File: src/rtl/stackcalc_display_seq_pkg.sv
// Shared definitions for the stack-calculator result display sequencer:
// FSM state encoding and the hex-digit seven-segment pattern table.
package stackcalc_display_seq_pkg;

  typedef enum logic [1:0] {
    ST_IDLE = 2'd0,
    ST_HI   = 2'd1,
    ST_LO   = 2'd2,
    ST_GAP  = 2'd3
  } state_t;

  // Active-high segment patterns, bit0 = a ... bit6 = g, for digits 0..F.
  localparam logic [6:0] HEX7SEG_LUT [16] = '{
    7'h3F, 7'h06, 7'h5B, 7'h4F, 7'h66, 7'h6D, 7'h7D, 7'h07,
    7'h7F, 7'h6F, 7'h77, 7'h7C, 7'h39, 7'h5E, 7'h79, 7'h71
  };

endpackage

File: src/rtl/stackcalc_hex7seg.sv
// Combinational hex digit to seven-segment decoder.
module stackcalc_hex7seg
  import stackcalc_display_seq_pkg::*;
(
  input  logic [3:0] i_nibble,
  output logic [6:0] o_segments
);

  // Table lookup of the segment pattern for one hex digit.
  always_comb begin
    o_segments = HEX7SEG_LUT[i_nibble];
  end

endmodule

File: src/rtl/stackcalc_display_seq.sv
// Shows each accepted result byte as high nibble (with dp), low nibble,
// then a blank gap, each phase MAX_COUNT cycles long. A one-entry pending
// slot lets the next result be accepted while the current one is shown.
module stackcalc_display_seq
  import stackcalc_display_seq_pkg::*;
#(
  parameter int MAX_COUNT = 100
) (
  input  logic       clk,
  input  logic       rst,
  input  logic [7:0] in_data,
  input  logic       in_valid,
  output logic       in_ready,
  output logic [6:0] segments,
  output logic       dp,
  output logic       busy
);

  localparam int CW = (MAX_COUNT > 1) ? $clog2(MAX_COUNT) : 1;
  localparam logic [CW-1:0] CNT_LAST = CW'(MAX_COUNT - 1);

  state_t        r_state;
  state_t        w_state_nxt;
  logic [CW-1:0] r_cnt;
  logic [7:0]    r_disp;
  logic [7:0]    r_pend;
  logic          r_pend_full;

  logic          w_hs;
  logic          w_cnt_last;
  logic          w_load_pend;
  logic          w_load_in;
  logic          w_fill_pend;
  logic [3:0]    w_nibble;
  logic [6:0]    w_seg;

  assign in_ready   = (r_state == ST_IDLE) || !r_pend_full;
  assign w_hs       = in_valid && in_ready;
  assign w_cnt_last = (r_cnt == CNT_LAST);

  // The pending byte moves to the display when idle or when a gap expires.
  assign w_load_pend = r_pend_full &&
                       ((r_state == ST_IDLE) || ((r_state == ST_GAP) && w_cnt_last));
  // A fresh byte goes straight to the display only from an empty idle.
  assign w_load_in   = (r_state == ST_IDLE) && !r_pend_full && w_hs;
  // Every other handshake parks the byte in the pending slot.
  assign w_fill_pend = w_hs && !w_load_in;

  // State register.
  always_ff @(posedge clk or negedge rst) begin
    if (!rst) begin
      r_state <= ST_IDLE;
    end else begin
      r_state <= w_state_nxt;
    end
  end

  // Next-state decision; the gap exit looks at pending as registered now.
  always_comb begin
    w_state_nxt = r_state;
    case (r_state)
      ST_IDLE: begin
        if (r_pend_full || w_hs) w_state_nxt = ST_HI;
        else                     w_state_nxt = ST_IDLE;
      end
      ST_HI: begin
        if (w_cnt_last) w_state_nxt = ST_LO;
        else            w_state_nxt = ST_HI;
      end
      ST_LO: begin
        if (w_cnt_last) w_state_nxt = ST_GAP;
        else            w_state_nxt = ST_LO;
      end
      ST_GAP: begin
        if (!w_cnt_last)      w_state_nxt = ST_GAP;
        else if (r_pend_full) w_state_nxt = ST_HI;
        else                  w_state_nxt = ST_IDLE;
      end
      default: w_state_nxt = ST_IDLE;
    endcase
  end

  // Output decode of the registered state and display byte.
  always_comb begin
    segments = 7'h00;
    dp       = 1'b0;
    busy     = (r_state != ST_IDLE);
    w_nibble = (r_state == ST_HI) ? r_disp[7:4] : r_disp[3:0];
    case (r_state)
      ST_HI: begin
        segments = w_seg;
        dp       = 1'b1;
      end
      ST_LO: begin
        segments = w_seg;
        dp       = 1'b0;
      end
      default: begin
        segments = 7'h00;
        dp       = 1'b0;
      end
    endcase
  end

  // Dwell counter: restarts on every state entry, held at 0 while idle.
  always_ff @(posedge clk or negedge rst) begin
    if (!rst) begin
      r_cnt <= {CW{1'b0}};
    end else if ((w_state_nxt != r_state) || (r_state == ST_IDLE)) begin
      r_cnt <= {CW{1'b0}};
    end else begin
      r_cnt <= r_cnt + {{(CW-1){1'b0}}, 1'b1};
    end
  end

  // Display register and pending slot.
  always_ff @(posedge clk or negedge rst) begin
    if (!rst) begin
      r_disp      <= 8'h00;
      r_pend      <= 8'h00;
      r_pend_full <= 1'b0;
    end else begin
      if (w_load_pend) begin
        r_disp <= r_pend;
      end else if (w_load_in) begin
        r_disp <= in_data;
      end
      if (w_fill_pend) begin
        r_pend      <= in_data;
        r_pend_full <= 1'b1;
      end else if (w_load_pend) begin
        r_pend_full <= 1'b0;
      end
    end
  end

  stackcalc_hex7seg u_hex7seg (
    .i_nibble   (w_nibble),
    .o_segments (w_seg)
  );

endmodule

File: config.mk
export PLATFORM = sky130hd
export DESIGN_NAME = stackcalc_display_seq
export DESIGN_NICKNAME = d
export VERILOG_FILES = /design/src/rtl/stackcalc_display_seq_pkg.sv /design/src/rtl/stackcalc_hex7seg.sv /design/src/rtl/stackcalc_display_seq.sv
export SDC_FILE = /design/constraint.sdc
export NUM_CORES = 1
export LEC_CHECK = 0
export ABC_CLOCK_PERIOD_IN_PS = 3300
export BUFFER_PORTS_ARGS = -buffer_cell sky130_fd_sc_hd__buf_2
export CAP_MARGIN = 20
export CORE_ASPECT_RATIO = 1.1
export CORE_MARGIN = 8
export CORE_UTILIZATION = 62
export CTS_CLUSTER_SIZE = 40
export DETAILED_ROUTE_END_ITERATION = 8
export PLACE_DENSITY = 0.84
export SLEW_MARGIN = 10
export SYNTH_ARGS = -nofsm -noshare
export SYNTH_HDL_FRONTEND = slang
export SYNTH_HIERARCHICAL = 1
export SYNTH_SLANG_ARGS = --single-unit
File: constraint.sdc
create_clock -name clk -period 3.3 [get_ports clk]
set_input_delay 0 -clock clk [delete_from_list [all_inputs] [get_ports clk]]
set_output_delay 0 -clock clk [all_outputs]
set_load 0.02 [all_outputs]
==> metrics.md <==
| Metric | Value |
|---|---|
| DR vias | `roughly 1300` |
| Crit path kind | `register to output pin` |
| R2r startpoint | `r_state[1]` |
| Clock buffer depth | `2` |
| Met2 WL | `1945 um` |
| Post-DP HPWL | `approximately 2600 um` |
| IO Pins | `21` |
| Die Area | `between 0.004 and 0.005 mm2` |
| Wire per inst | `around 17 um` |
| Type of the most critical hold path | `input pin to register` |
| Postcts setup bufs | `0` |
| Drt initial violations | `94` |
| Post-synthesis cell area | `0.001769 mm2` |
| Delay-heaviest family, CP | `multiplexers` |
| Peak supply drop | `roughly 600 uV` |
| CP max-delay cell | `mux4_1` |
| Total CTS buffers | `3` |
| Hold Startpoint | `in_valid` |
| Crit path max fanout | `9` |
| Cell Pwr Density | `approximately 1000 mW/mm2` |
| CP Buf/Inv Count | `3` |
| Setup violations, final | `0` |
| RSZ-0062 raised after global routing | `false` |
| CTS Hold Bufs | `9` |
| Leakage Power | `about 0.00085 uW` |
| Commonest non-fill, non-tap cell in the layout | `mux2_2` |
| Startpoint Class | `register` |
| CP Capture Type | `output pin` |
| Max frequency | `between 300 and 400 MHz` |
| PortBufs | `20` |
| Worst-margin pin slew | `0.6181 ns` |
| Fill count | `about 190` |
| Clock Pin Slew Worst Setup and Hold Paths | `between 0.1 and 0.15 ns` |
| Final wirelength | `about 3600 um` |
| Synth Area in Simple Gates | `0.1202` |
| Metal-1 WL | `between 1500 and 2000 um` |
| Hold Path Depth | `3` |
| Main combinational cell family by area after synthesis | `multiplexers` |
| Top FF cell, synth | `dfrtp_1` |
| DRC | `0` |
| Leading post-synthesis cells by cell area | `dfrtp_1 37%, mux2_2 20%, ha_1 8.5%` |
| CTS tree | `yes` |
| Post_cts resized | `0` |
| Vias in the first global route | `roughly 1400` |
| Post-route ant nets | `0` |
| Count of state elements after synthesis | `26` |
| Seq/Total Area, Yosys | `0.3678` |
| Placed Cells | `200` |
| Syn Inst Count | `around 150` |
| # nets final | `between 200 and 250` |
| Initial Utilization | `0.6427` |
| Post-route clock period utilization | `0.8863` |
| Met3 Wirelength | `135 um` |
| First-pass GRT wire length | `about 6300 um` |
| Crit-path cells | `inv_1, ha_1, mux2_2, inv_1, ha_1, mux4_1, and2_1, buf_2` |
| N_diodes | `0` |
| Skew-Pair Late Insertion Delay | `0.34 ns` |
| Synth top area share | `0.3678` |
| FFs w/ async S/R, synth | `1.000` |
| Most frequent cells in the layout | `31 x mux2_2, 26 x dfrtp_1, 20 x buf_2` |
| Status | `complete, no violations` |
| Highest metal used | `met4` |
| R2R depth | `6` |
| Hold EP | `r_state[0]` |
| Setup TNS | `0 ns` |
| Total of max-cap violations | `0` |
| DIE WIDTH | `between 60 and 70 um` |
| Mapped Nets | `around 180` |
| Number of flops mapped to enable cells by yosys | `0` |
| Sequential Area | `between 600 and 700 um2` |
| Via density | `around 6.1` |
| Post-synthesis area per instance | `about 12 um2` |
| Synth warnings | `6` |
| Fin. Hold Viols | `0` |
| Final min period | `2.925 ns` |
| Compound-cell area share of the yosys netlist | `0.1330` |
| Total GRT Usage | `0.1614` |
| Cell Rows | `20` |
| Slew Viols, Final | `0` |
| Post-synth top area cell | `dfrtp_1` |
| Post-Route Skew | `0.01554 ns` |
| CTS root buf | `clkbuf_4` |
| Relative slew slack | `0.5879` |
| Multiplexer share of the synthesized area | `0.2291` |
| Synth cell types | `39` |
| Core area | `between 0.002 and 0.003 mm2` |
| Clk sink count | `26` |
| Area of the multi-input gates | `approximately 0.0010 mm2` |
| Worst flop-to-flop path endpoint | `r_cnt[1]` |
| Worst reg2reg setup slack | `approximately 0.99 ns` |
| Antenna violations before repair | `0` |
| Synthesis-to-layout area growth | `13.93%` |
| Post-synthesis adder-cell area fraction | `0.08487` |
| Crit path required time | `~3.3 ns` |
| Fin cells | `213` |
| Synth Area in XOR/XNOR | `0.02475` |
| GPL Wtd Cong | `approximately 0.84` |
| Pre-antenna DRT Iters | `4` |
| Crit path DAT | `between 2 and 3 ns` |
| CP max stage delay | `0.48 ns` |
| Layout cell share with drive strength beyond 1 | `0.3722` |
| Global route total overflow | `0` |
| Die Y-Extent | `a little over 70 um` |
| Largest net degree at the start of global routing | `27` |
| Htree depth | `1` |
-- kinds of logic (layout without fill, tap and decap cells) --
logic type | Yosys count | in the layout
muxes | 35 | 35
and+or+nand+nor | 35 | 35
DFF | 26 | 26
AOI/OAI and AO/OA | 25 | 25
buffers and inverters | 14 | 42
adders and majority gates | 12 | 12
xor gates and xnor gates | 5 | 5
-- cells in the mapped netlist (2+ instances only) --
library cell	n
mux2_2	31
nor2_1	4
and2_1	7
inv_1	9
dfrtp_1	26
xnor2_1	3
a2111oi_1	6
mux2i_1	3
a21oi_1	6
buf_6	2
nand2_1	5
xor2_1	2
buf_2	3
ha_1	12
a2111oi_2	2
nand2b_1	3
nand3_1	3
nor3_1	4
-- worst max path at each step --
stage	startpoint	endpoint	cells past startpoint
6_report	r_state[1]	segments[3]	8
5_1_grt	r_state[1]	segments[3]	9
4_1_cts	r_state[1]	segments[3]	9
3_5_place_dp	r_state[1]	segments[3]	9
3_3_place_gp	r_state[1]	segments[3]	8
2_1_floorplan	r_state[1]	segments[3]	8
-- worst register-to-register path, cell delays in order (launching register included) --
cell and delay (ns):
dfrtp_1 0.47, inv_1 0.10, ha_1 0.31, nor4b_1 0.38, mux2i_1 0.17, a221oi_2 0.60, a2111oi_1 0.15
-- area by class of cell --
type	count	area share
Multi-Input combinational cell	112	0.5196
Sequential cell	26	0.3228
Clock buffer	3	0.01117
Clock inverter	1	0.01490
Timing Repair Buffer	29	0.09435
Tap cell	33	0.02048
Inverter	9	0.01676
-- power breakdown --
part,switching (uW),internal (uW)
clock,103,123
sequential,83.3,452
combinational,717,625
-- through the flow --
stage               power (uW)  hold WS, ns  instance area, um2  setup WS [ns]  utilization
CTS                       2108      0.04491                2016         0.3727       0.7323
floorplan                 1577      -0.2956                1769         0.8840            -
global route              2258      0.08024                2016         0.2060       0.7323
global placement          1804      0.01791                1873         0.8708       0.6805
detailed placement        1864      0.02715                1873         0.7427       0.6805
finish                    2104      0.07195                2016         0.3751       0.7323
-- metal layers --
layer | vias up | GRT usage
li1 | 619 | -
met5 | - | 0
met1 | 645 | 0.1808
met2 | 23 | 0.2936
met4 | 0 | 0.05116
met3 | 7 | 0.03082
-- registers in the layout, indices dropped and copies added, names as in the netlist --
| register | count |
|---|---|
| r_cnt | 7 |
| r_disp | 8 |
| r_pend | 8 |
| r_pend_full | 1 |
| r_state | 2 |
No activity file was read; power rests on OpenSTA's default activity.
